### src/rtl/multicycle_ctrl_fsm.sv
// multicycle_ctrl_fsm
//   Main control unit of the multi-cycle RISC-V core. Sequences each
//   instruction through fetch/decode/execute/memory/writeback and drives
//   the datapath enables and mux selects. alu_op feeds the ALU decoder:
//   00 add, 01 sub, 10 R-type (funct3/funct7), 11 I-type ALU (funct3).
//
// Ports
//   clk         in   system clock, rising edge
//   reset       in   synchronous active-high reset
//   op[6:0]     in   opcode field of the instruction register
//   zero        in   ALU zero flag (used only in BEQ)
//   pc_write    out  PC enable = pc_update | (branch & zero)
//   adr_src     out  memory address select: 0 PC, 1 ALUOut
//   mem_write   out  data memory write enable
//   ir_write    out  instruction register / OldPC enable
//   result_src  out  00 ALUOut, 01 memory data, 10 ALU result
//   alu_src_a   out  00 PC, 01 OldPC, 10 rs1
//   alu_src_b   out  00 rs2, 01 immediate, 10 constant 4
//   alu_op      out  ALU decoder operation class
//   reg_write   out  register file write enable
//   imm_src     out  immediate format, combinational from op
//   instr_done  out  one-cycle pulse in the final state of an instruction
//   illegal_op  out  high while in TRAP
//   state_o     out  current state encoding, for debug
//
// Handshake: none. The FSM free-runs; op must stay stable from DECODE to
// the end of the instruction, which holds because ir_write is 0 there.

module multicycle_ctrl_fsm #(
    parameter bit TRAP_ON_ILLEGAL = 1'b1
) (
    input  logic       clk,
    input  logic       reset,
    input  logic [6:0] op,
    input  logic       zero,
    output logic       pc_write,
    output logic       adr_src,
    output logic       mem_write,
    output logic       ir_write,
    output logic [1:0] result_src,
    output logic [1:0] alu_src_a,
    output logic [1:0] alu_src_b,
    output logic [1:0] alu_op,
    output logic       reg_write,
    output logic [1:0] imm_src,
    output logic       instr_done,
    output logic       illegal_op,
    output logic [3:0] state_o
);

    localparam logic [6:0] OP_LW   = 7'b0000011;
    localparam logic [6:0] OP_SW   = 7'b0100011;
    localparam logic [6:0] OP_R    = 7'b0110011;
    localparam logic [6:0] OP_I    = 7'b0010011;
    localparam logic [6:0] OP_BEQ  = 7'b1100011;
    localparam logic [6:0] OP_JAL  = 7'b1101111;

    typedef enum logic [3:0] {
        S_FETCH    = 4'd0,
        S_DECODE   = 4'd1,
        S_MEMADR   = 4'd2,
        S_MEMREAD  = 4'd3,
        S_MEMWB    = 4'd4,
        S_MEMWRITE = 4'd5,
        S_EXEC_R   = 4'd6,
        S_EXEC_I   = 4'd7,
        S_ALUWB    = 4'd8,
        S_BEQ      = 4'd9,
        S_JAL      = 4'd10,
        S_TRAP     = 4'd11
    } state_t;

    state_t state;
    state_t next_state;
    logic   pc_update;
    logic   branch;

    always_ff @(posedge clk) begin
        if (reset) begin
            state <= S_FETCH;
        end else begin
            state <= next_state;
        end
    end

    always_comb begin
        next_state = S_FETCH;
        pc_update  = 1'b0;
        branch     = 1'b0;
        adr_src    = 1'b0;
        mem_write  = 1'b0;
        ir_write   = 1'b0;
        result_src = 2'b00;
        alu_src_a  = 2'b00;
        alu_src_b  = 2'b00;
        alu_op     = 2'b00;
        reg_write  = 1'b0;
        instr_done = 1'b0;
        illegal_op = 1'b0;
        case (state)
            S_FETCH: begin
                ir_write   = 1'b1;
                pc_update  = 1'b1;
                alu_src_b  = 2'b10;
                result_src = 2'b10;
                next_state = S_DECODE;
            end
            S_DECODE: begin
                // OldPC + imm: branch target is ready for BEQ.
                alu_src_a = 2'b01;
                alu_src_b = 2'b01;
                case (op)
                    OP_LW, OP_SW: next_state = S_MEMADR;
                    OP_R:         next_state = S_EXEC_R;
                    OP_I:         next_state = S_EXEC_I;
                    OP_BEQ:       next_state = S_BEQ;
                    OP_JAL:       next_state = S_JAL;
                    default: begin
                        if (TRAP_ON_ILLEGAL) begin
                            next_state = S_TRAP;
                        end else begin
                            // Skipped opcode: PC was already advanced in FETCH.
                            next_state = S_FETCH;
                            instr_done = 1'b1;
                        end
                    end
                endcase
            end
            S_MEMADR: begin
                alu_src_a  = 2'b10;
                alu_src_b  = 2'b01;
                next_state = (op == OP_LW) ? S_MEMREAD : S_MEMWRITE;
            end
            S_MEMREAD: begin
                adr_src    = 1'b1;
                next_state = S_MEMWB;
            end
            S_MEMWB: begin
                result_src = 2'b01;
                reg_write  = 1'b1;
                instr_done = 1'b1;
                next_state = S_FETCH;
            end
            S_MEMWRITE: begin
                adr_src    = 1'b1;
                mem_write  = 1'b1;
                instr_done = 1'b1;
                next_state = S_FETCH;
            end
            S_EXEC_R: begin
                alu_src_a  = 2'b10;
                alu_op     = 2'b10;
                next_state = S_ALUWB;
            end
            S_EXEC_I: begin
                alu_src_a  = 2'b10;
                alu_src_b  = 2'b01;
                alu_op     = 2'b11;
                next_state = S_ALUWB;
            end
            S_ALUWB: begin
                reg_write  = 1'b1;
                instr_done = 1'b1;
                next_state = S_FETCH;
            end
            S_BEQ: begin
                alu_src_a  = 2'b10;
                alu_op     = 2'b01;
                branch     = 1'b1;
                instr_done = 1'b1;
                next_state = S_FETCH;
            end
            S_JAL: begin
                // OldPC + 4 is the link value written back in ALUWB;
                // the jump target (OldPC + imm) sits in ALUOut from DECODE.
                alu_src_a  = 2'b01;
                alu_src_b  = 2'b10;
                pc_update  = 1'b1;
                next_state = S_ALUWB;
            end
            S_TRAP: begin
                illegal_op = 1'b1;
                next_state = S_TRAP;
            end
            default: next_state = S_FETCH;
        endcase
    end

    // zero only matters while branch is high, i.e. in BEQ.
    assign pc_write = pc_update | (branch & zero);

    always_comb begin
        imm_src = 2'b00;
        case (op)
            OP_SW:   imm_src = 2'b01;
            OP_BEQ:  imm_src = 2'b10;
            OP_JAL:  imm_src = 2'b11;
            default: imm_src = 2'b00;
        endcase
    end

    assign state_o = state;

endmodule

### config.mk
export PLATFORM = sky130hd
export DESIGN_NAME = multicycle_ctrl_fsm
export DESIGN_NICKNAME = d
export VERILOG_FILES = /design/src/rtl/multicycle_ctrl_fsm.sv
export SDC_FILE = /design/constraint.sdc
export NUM_CORES = 1
export LEC_CHECK = 0
export BUFFER_PORTS_ARGS = -buffer_cell sky130_fd_sc_hd__buf_2
export CAP_MARGIN = 20
export CORE_UTILIZATION = 32
export CTS_CLUSTER_SIZE = 16
export DETAILED_ROUTE_END_ITERATION = 6
export GPL_TIMING_DRIVEN = 0
export PLACE_DENSITY_LB_ADDON = 0.2
export SYNTH_ARGS = -nofsm -noshare
export SYNTH_HDL_FRONTEND = slang
export SYNTH_SLANG_ARGS = --single-unit
### constraint.sdc
create_clock -name clk -period 1.6 [get_ports clk]
set_input_delay 0.08 -clock clk [delete_from_list [all_inputs] [get_ports clk]]
set_output_delay 0.08 -clock clk [all_outputs]
set_load 0.01 [all_outputs]
==> metrics.md, run 1 <==
| Metric | Value |
|---|---|
| Worst path arrival time | `1.44 ns` |
| Global route overflow | `0` |
| Share of the yosys chip area belonging to registers | `16.4%` |
| Critical Path Stages | `4` |
| ANT cells | `0` |
| Clk_lat worst skew | `between 0.2 and 0.25 ns` |
| Commonest cells after routing, fill and taps aside | `buf_2, nor2_1` |
| Status | `completed` |
| DR pass1 iterations | `4` |
| Yosys reg bits | `4` |
| Post-Syn Instances | `between 70 and 80` |
| Crit Path Class | `register to output pin` |
| H-tree lvl count | `1` |
| Final setup vio count | `0` |
| Max reg flops | `4` |
| Most used cell along the critical path | `buf_2` |
| Crit. End Element | `output pin` |
| Critical-path top delay cell | `dfxtp_1` |
| Fin Hold WS | `0.0575 ns` |
| Layout cells sized above 1 | `approximately 43%` |
| Most common cell after layout, fill and taps aside | `buf_2` |
| Tightest Pin Transition | `between 0.3 and 0.4 ns` |
| F_max | `657 MHz` |
| # resized after CTS | `2` |
| Worst-case reg-to-reg path depth | `3` |
| Element type at the critical path start | `register` |
| Final wirelength | `1410 µm` |
| Total core area | `approximately 1400 µm²` |
| Cts hold-fix bufs | `0` |
| Initial antenna violation count | `0` |
| Clock transition at path regs | `approximately 0.040 ns` |
| Fin crit share | `95.2%` |
| MaxCap Viol Count | `0` |
| CP startpoint | `state_o[2]` |
| Synthesis-to-layout area growth | `41.2%` |
| Cell family with most CP delay | `buffers and inverters` |
| DP Wirelength | `between 1000 and 1500 µm` |
| Max VDD drop | `between 0.4 and 0.5 mV` |
| RSZ-0062 raised after global routing | `false` |
| Initial Util | `a little over a third` |
| Leak Pwr | `0.319 nW` |
| Number of buffers on the longest clock path | `2` |
| CP bufs+invs | `2` |
| Die X | `41.1 µm` |
| CTS Buf Count | `3` |
| Netlist cell types | `35` |
| R2R Path End | `state_o[0]` |
| CP endpoint | `alu_src_b[0]` |
| Final setup TNS | `0 ns` |
| Die height | `~40 µm` |
| Setup repair bufs after CTS | `0` |
| DR WL/cell | `about 12 µm` |
| Multi-input logic area | `about 380 µm²` |
| Crit path max fanout | `10` |
| # DRC | `0` |
| Nets | `around 120` |
| Synth Cell Area | `just under 500 µm²` |
| Total track usage | `approximately a fifth` |
| Flop2flop setup slack | `roughly 0.31 ns` |
| Sequential Area | `between 80 and 90 µm²` |
| Initial DRC Count | `15` |
| Io pins | `31` |
| Global-route wire length before repair | `approximately 2100 µm` |
| Synth warn | `0` |
| Relative slew slack | `between 70% and 80%` |
| Skew final | `0.00270 ns` |
| PD cells | `about 1000 nW/µm²` |
| Die area | `~1700 µm²` |
| Largest net degree at the start of global routing | `11` |
| GPL Wtd Cong | `approximately 0.76` |
| R2r startpoint | `state_o[1]` |
| Syn Nets | `just over 80` |
| Post-DRT Antenna Nets | `0` |
| PortBufs | `30` |
| Final min period | `1.52 ns` |
| CP required | `between 1.5 and 2 ns` |
| Placement row count | `13` |
| Sink Count | `4` |
| Total number of vias | `645` |
| Mean Syn Cell Area | `between 6 and 7 µm²` |
| Slowest stage delay, CP | `around 0.44 ns` |
| Hold Fails Final Rpt | `0` |
| Vias in the first global route | `about 500` |
| Routed vias/inst | `5.47` |
| Max Slew Vio Count | `0` |
| Crit-path cells | `buf_2, nor3_1, a211oi_1, buf_2` |
| CTS root buffer | `clkbuf_4` |
| Hold Crit Class | `primary input to register` |
| Fillers | `150` |
| CTS tree | `yes` |
## metrics by stage
step / instance area, µm² / util, % / instances / setup slack, ns / power [mW]
after CTS: 679 / 49.7 / 118 / 0.0162 / 0.706
after floorplan: 489 / - / 71 / 0.142 / 0.426
after global placement: 658 / 48.2 / 116 / 0.148 / 0.564
after global routing: 691 / 50.5 / 118 / 0.00278 / 0.772
final: 691 / 50.5 / 118 / 0.0774 / 0.709
after detailed placement: 658 / 48.2 / 116 / 0.138 / 0.570
## power by group
part	total [mW]	internal, mW	switching [mW]
clock	0.128	0.0841	0.0435
combinational	0.425	0.197	0.228
sequential	0.156	0.120	0.0359
## how the worst min path moves through the flow
stage	startpoint	end	cells past startpoint
after floorplan	reset	state_o[0]	1
after global placement	reset	state_o[0]	2
after detailed placement	reset	state_o[0]	2
after CTS	reset	state_o[0]	2
after global routing	reset	state_o[0]	2
final	reset	state_o[0]	2
## synth_stat cells
master	n	area [µm²]
xor2_1	1	8.76
o211ai_1	1	7.51
buf_4	1	7.51
a311o_1	1	10.0
nor4b_1	2	17.5
a21oi_1	4	20.0
a31oi_1	2	12.5
nand3_1	1	5.00
a31o_2	1	8.76
dfxtp_1	4	80.1
buf_2	1	5.00
a21boi_0	1	7.51
nor4_1	2	12.5
nor2_1	9	33.8
nand3b_1	1	7.51
nand2b_1	2	12.5
o21a_1	1	7.51
inv_1	2	7.51
o22a_1	1	8.76
nor3b_1	3	22.5
or4_1	1	7.51
xnor2_1	2	17.5
a2111oi_2	1	15.0
nor2b_1	4	25.0
nor3_1	4	20.0
buf_1	1	3.75
nand4bb_1	1	11.3
o221a_1	1	11.3
o21ai_0	2	10.0
nand2_1	4	15.0
o21ai_1	1	5.00
clkbuf_1	3	11.3
or3_1	1	6.26
a211oi_1	2	15.0
and2_1	2	12.5
## final cells by class
type	instances	area share (%)
plain buffers	5	3.99
well taps	15	2.72
repair buffers	30	21.7
multi-input cells	59	55.1
clock buffers	3	3.26
flip-flops and latches	4	12.1
inverters	2	1.09
## layer usage
metal	global-route usage [%]	part of all wire [%]	routed length, µm	vias up
li1	-	-	-	330
met1	24.7	48	678	297
met2	29.7	48	675	16
met3	1.63	3.3	46	2
met4	9.68	0.71	10	0
met5	0	0	0	-
## worst register-to-register path, cell delays in order (launching register included)
cell       delay, ns
dfxtp_2         0.36
buf_2           0.20
a311o_1         0.31
a2111oi_2       0.29
## cell families (layout without fill, tap and decap cells)
logic type,count (synthesis),count (layout),share of synthesized area (%)
AND/OR/NAND/NOR,37,37,42.7
AO/OA/AOI/OAI,19,19,28.4
buffers and inverters,8,40,7.16
flip-flops,4,4,16.4
XOR/XNOR,3,3,5.37
(Power assumes the default switching activity.)
==> inputs of run 2 (changes only) <==
--- a/config.mk
+++ b/config.mk
@@ -7,10 +7,10 @@
 export LEC_CHECK = 0
 export BUFFER_PORTS_ARGS = -buffer_cell sky130_fd_sc_hd__buf_2
 export CAP_MARGIN = 20
-export CORE_UTILIZATION = 32
+export CORE_AREA = 2 2 39 41
 export CTS_CLUSTER_SIZE = 16
 export DETAILED_ROUTE_END_ITERATION = 6
-export GPL_TIMING_DRIVEN = 0
+export DIE_AREA = 0 0 41 43
 export PLACE_DENSITY_LB_ADDON = 0.2
 export SYNTH_ARGS = -nofsm -noshare
 export SYNTH_HDL_FRONTEND = slang
==> metrics.md, run 2 (same netlist as run 1, synthesis figures left out) <==
| Metric | Value |
|---|---|
| DR pass1 iterations | `4 (unchanged)` |
| Cell count of the worst hold path | `2 (unchanged)` |
| Tightest Pin Transition | `0.330 ns (-0.00649 ns)` |
| Crit Path Class | `register to output pin` |
| Fin Hold WS | `0.0510 ns (-0.00646 ns)` |
| ANT cells | `0 (unchanged)` |
| Most common cell after layout, fill and taps aside | `buf_2` |
| PortBufs | `30 (unchanged)` |
| Worst path arrival time | `1.40 ns (-0.04 ns)` |
| Total track usage | `17.9% (-0.82 points)` |
| Layout cells sized above 1 | `43.7% (+0.97 points)` |
| GR Layer Usage met3 | `4.71% (+3.1 points)` |
| Finished Core Util | `51.1% (+0.54 points)` |
| Total core area | `1380 µm² (+1.3%)` |
| Global route overflow | `0 (unchanged)` |
| Cts hold-fix bufs | `0 (unchanged)` |
| Final non-filler cell total | `119 (+0.85%)` |
| Clock transition at path regs | `0.03 ns (about the same)` |
| Number of buffers on the longest clock path | `2 (unchanged)` |
| Worst-case reg-to-reg path depth | `3 (unchanged)` |
| Largest net degree at the start of global routing | `17 (+6)` |
| Post-DRT Antenna Nets | `0 (unchanged)` |
| Initial Util | `35.4% (-0.45 points)` |
| Final setup TNS | `0 ns (unchanged)` |
| H-tree lvl count | `1 (unchanged)` |
| Relative slew slack | `77.9% (+0.40 points)` |
| PD cells | `999 nW/µm² (-2.6%)` |
| Initial antenna violation count | `0 (unchanged)` |
| Placement row count | `14 (+1)` |
| Global-route wire length before repair | `2100 µm (-0.66%)` |
| Commonest cells after routing, fill and taps aside | `buf_2, nor2_1, buf_4` |
| # resized after CTS | `1 (-1)` |
| Crit. End Element | `output pin` |
| Final wirelength | `1390 µm (-1.8%)` |
| Die area | `1760 µm² (+4.4%)` |
| F_max | `678 MHz (+3.2%)` |
| Hold Fails Final Rpt | `0 (unchanged)` |
| Vias in the first global route | `499 (-2.0%)` |
| Final setup margin | `0.124 ns (+0.0467 ns)` |
| Synthesis-to-layout area growth | `44.5%` |
| DP Wirelength | `1040 µm (+0.80%)` |
| MaxCap Viol Count | `0 (unchanged)` |
| DP Area | `669 µm² (+1.7%)` |
| DR WL/cell | `11.6 µm (-2.6%)` |
| Skew final | `0.00217 ns (-0.000534 ns)` |
| RSZ-0062 raised after global routing | `false` |
| Status | `completed` |
| Die X | `41 µm (-0.24%)` |
| GPL Wtd Cong | `0.785 (+2.8%)` |
| Io pins | `31 (unchanged)` |
| Gr busiest metal | `met2` |
| Setup WS pre-CTS | `0.216 ns (+0.0773 ns)` |
| Total number of vias | `625 (-3.1%)` |
| Met1 GRT Util | `20.3% (-4.4 points)` |
| Fin crit share | `92.2% (-2.9 points)` |
| CTS root buffer | `clkbuf_4` |
| Placed insts | `116 (unchanged)` |
| Clk_lat worst skew | `0.24 ns (about the same)` |
| Initial DRC Count | `13 (-2)` |
| CP required | `1.52 ns (about the same)` |
| Element type at the critical path start | `register` |
| CTS tree | `yes` |
| CTS Buf Count | `3 (unchanged)` |
| Nets | `115 (unchanged)` |
| Hold Crit Class | `primary input to register` |
| Max reg flops | `4 (unchanged)` |
| Sink Count | `4 (unchanged)` |
| Max Slew Vio Count | `0 (unchanged)` |
| Total power | `706 µW (-0.29%)` |
| Grt met2 use | `27.5% (-2.2 points)` |
| Leak Pwr | `0.320 nW (+0.54%)` |
| Die height | `43 µm (+4.6%)` |
| Final setup vio count | `0 (unchanged)` |
| Final min period | `1.48 ns (-0.0467 ns)` |
| Max VDD drop | `0.360 mV (-19%)` |
| # DRC | `0 (unchanged)` |
| Design area | `707 µm² (+2.4%)` |
| Crit path max fanout | `11 (+1)` |
| Setup repair bufs after CTS | `0 (unchanged)` |
| Routed vias/inst | `5.25 (-3.9%)` |
run 2: final cells by class:
cell class,instances,area (µm²)
flip-flops and latches,4,85.1
clock buffers,3,22.5
fillers,149,677
multi-input cells,59,384
repair buffers,35,188
inverters,2,7.51
well taps,16,20.0
run 2: worst max-delay path, cell delays in order (launching register included):
cell and delay, ns:
dfxtp_1 0.45, buf_4 0.22, nand2_1 0.09, o22a_1 0.18, nor2_1 0.08, buf_2 0.13
run 2: worst paths after layout:
check	from	to	slack [ns]
worst min-delay path	reset	state_o[0]	0.05
worst max-delay path	state_o[3]	alu_src_a[0]	0.12
worst min register to register	state_o[2]	state_o[0]	0.61
worst max register to register	state_o[3]	state_o[0]	0.32
run 2: metal layers:
| layer | wire length (µm) | part of all wire [%] |
|---|---|---|
| met1 | 609 | 44 |
| met2 | 665 | 48 |
| met3 | 76 | 5.5 |
| met4 | 34 | 2.5 |
| met5 | 0 | 0 |
run 2: power breakdown:
group / total (mW) / internal (mW) / leakage (nW) / switching [mW]
sequential: 0.167 / 0.120 / 0.0338 / 0.0467
combinational: 0.413 / 0.201 / 0.273 / 0.212
clock: 0.127 / 0.0840 / 0.0138 / 0.0428
total: 0.706 / 0.405 / 0.320 / 0.302
==> inputs of run 3 (changes only) <==
--- a/config.mk
+++ b/config.mk
@@ -5,12 +5,12 @@
 export SDC_FILE = /design/constraint.sdc
 export NUM_CORES = 1
 export LEC_CHECK = 0
-export BUFFER_PORTS_ARGS = -buffer_cell sky130_fd_sc_hd__buf_2
 export CAP_MARGIN = 20
 export CORE_AREA = 2 2 39 41
 export CTS_CLUSTER_SIZE = 16
 export DETAILED_ROUTE_END_ITERATION = 6
 export DIE_AREA = 0 0 41 43
+export DONT_BUFFER_PORTS = 1
 export PLACE_DENSITY_LB_ADDON = 0.2
 export SYNTH_ARGS = -nofsm -noshare
 export SYNTH_HDL_FRONTEND = slang
==> metrics.md, run 3 (same netlist as run 1, synthesis figures left out) <==
| Metric | Value |
|---|---|
| Die X | `41 µm (unchanged)` |
| CTS root buffer | `clkbuf_4` |
| Global route overflow | `0 (unchanged)` |
| Fin crit share | `93.1% (+0.82 points)` |
| Final setup vio count | `0 (unchanged)` |
| Hold Fails Final Rpt | `0 (unchanged)` |
| CTS Buf Count | `3 (unchanged)` |
| Post-DRT Antenna Nets | `0 (unchanged)` |
| CTS tree | `yes` |
| Setup repair bufs after CTS | `0 (unchanged)` |
| Worst path arrival time | `1.41 ns (about the same)` |
| Most common cell after layout, fill and taps aside | `buf_4` |
| Placed insts | `93 (-20%)` |
| Layout cells sized above 1 | `24.7% (-19 points)` |
| Total power | `667 µW (-5.5%)` |
| F_max | `672 MHz (-0.89%)` |
| RSZ-0062 raised after global routing | `false` |
| Global-route wire length before repair | `1860 µm (-11%)` |
| Status | `completed` |
| Clk_lat worst skew | `0.23 ns (about the same)` |
| H-tree lvl count | `1 (unchanged)` |
| Slowest stage delay, CP | `0.47 ns (+0.02 ns)` |
| Initial DRC Count | `8 (-5)` |
| DP Wirelength | `990 µm (-5.1%)` |
| CP required | `1.52 ns (about the same)` |
| Vias in the first global route | `471 (-5.6%)` |
| Max reg flops | `4 (unchanged)` |
| Io pins | `31 (unchanged)` |
| Die area | `1760 µm² (unchanged)` |
| Final min period | `1.49 ns (+0.0132 ns)` |
| Critical-path top delay cell | `dfxtp_2` |
| DR WL/cell | `13.1 µm (+13%)` |
| Crit Path Class | `register to output pin` |
| Leak Pwr | `0.218 nW (-32%)` |
| Tightest Pin Transition | `0.424 ns (+0.0935 ns)` |
| Crit path max fanout | `13 (+2)` |
| DR pass1 iterations | `4 (unchanged)` |
| Largest net degree at the start of global routing | `14 (-3)` |
| Hold Crit Class | `primary input to register` |
| Total core area | `1380 µm² (unchanged)` |
| Final setup margin | `0.111 ns (-0.0132 ns)` |
| Synthesis-to-layout area growth | `24.6%` |
| PD cells | `1100 nW/µm² (+9.6%)` |
| MaxCap Viol Count | `0 (unchanged)` |
| Total track usage | `15.2% (-2.7 points)` |
| Commonest cells after routing, fill and taps aside | `buf_4, nor2_1, nand2_1, nor3_1, a21oi_1` |
| Final setup TNS | `0 ns (unchanged)` |
| Relative slew slack | `71.7% (-6.2 points)` |
| Element type at the critical path start | `register` |
| PortBufs | `0 (-100%)` |
| Sink Count | `4 (unchanged)` |
| Clock transition at path regs | `0.04 ns (about the same)` |
| Final non-filler cell total | `97 (-18%)` |
| Total number of vias | `572 (-8.5%)` |
| ANT cells | `0 (unchanged)` |
| Placement row count | `14 (unchanged)` |
| Die height | `43 µm (unchanged)` |
| Initial Util | `35.4% (unchanged)` |
| GPL Wtd Cong | `0.775 (-1.3%)` |
| Max Slew Vio Count | `0 (unchanged)` |
| Skew final | `0.00145 ns (-0.000724 ns)` |
| Number of buffers on the longest clock path | `2 (unchanged)` |
| # DRC | `0 (unchanged)` |
| Routed vias/inst | `5.90 (+12%)` |
| Setup WS pre-CTS | `0.195 ns (-0.0208 ns)` |
| Final wirelength | `1270 µm (-8.3%)` |
| Nets | `93 (-19%)` |
| Crit-path cells | `nor2b_1, a21boi_0, a31o_2` |
| Initial antenna violation count | `0 (unchanged)` |
| Crit. End Element | `output pin` |
| Max VDD drop | `0.403 mV (+12%)` |
-- run 3: worst max-delay path: cells and delay by family, from the launching register on --
family          cells  cell delay, ns
compound gates      2            0.39
flops               1            0.47
simple gates        1            0.32
-- run 3: final cells by class --
class                   instances  area [µm²]
clock buffers                   3        22.5
fillers                       147         774
inverters                       2        7.51
multi-input cells              59         377
flip-flops and latches          4        82.6
well taps                      16        20.0
repair buffers                 13         100
-- run 3: worst paths after layout --
check | from | to | slack (ns) | cells past startpoint
worst max-delay path | state_o[1] | alu_src_a[1] | 0.11 | 3
worst min-delay path | reset | state_o[3] | 0.02 | 3
worst max register to register | state_o[3] | state_o[0] | 0.23 | 3
worst min register to register | state_o[0] | state_o[2] | 0.62 | 2
-- run 3: metrics by stage --
stage               hold WS, ns  util, %  cell area, µm²
detailed placement        0.159     41.3             572
CTS                      0.0208     43.9             607
global route             0.0192     44.0             609
finish                   0.0244     44.0             609
floorplan                 0.156        -             489
global placement          0.160     41.3             572
-- run 3: power by group --
group / internal, mW / switching, mW / total [mW]
registers: 0.119 / 0.0526 / 0.172
clock network: 0.0838 / 0.0395 / 0.123
logic: 0.183 / 0.189 / 0.372
-- run 3: timing repair --
item	CTS	global route
gates cloned	0	0
resized for setup	2	1
hold buffers	1	0
endpoints found under the hold margin	2	0
endpoints found under the setup margin	4	1
-- run 3: metal layers --
layer / wire length (µm) / GRT usage [%]
met5: 0 / 0
met4: 0 / 4.00
met3: 123 / 7.33
met2: 609 / 23.1
met1: 538 / 18.3
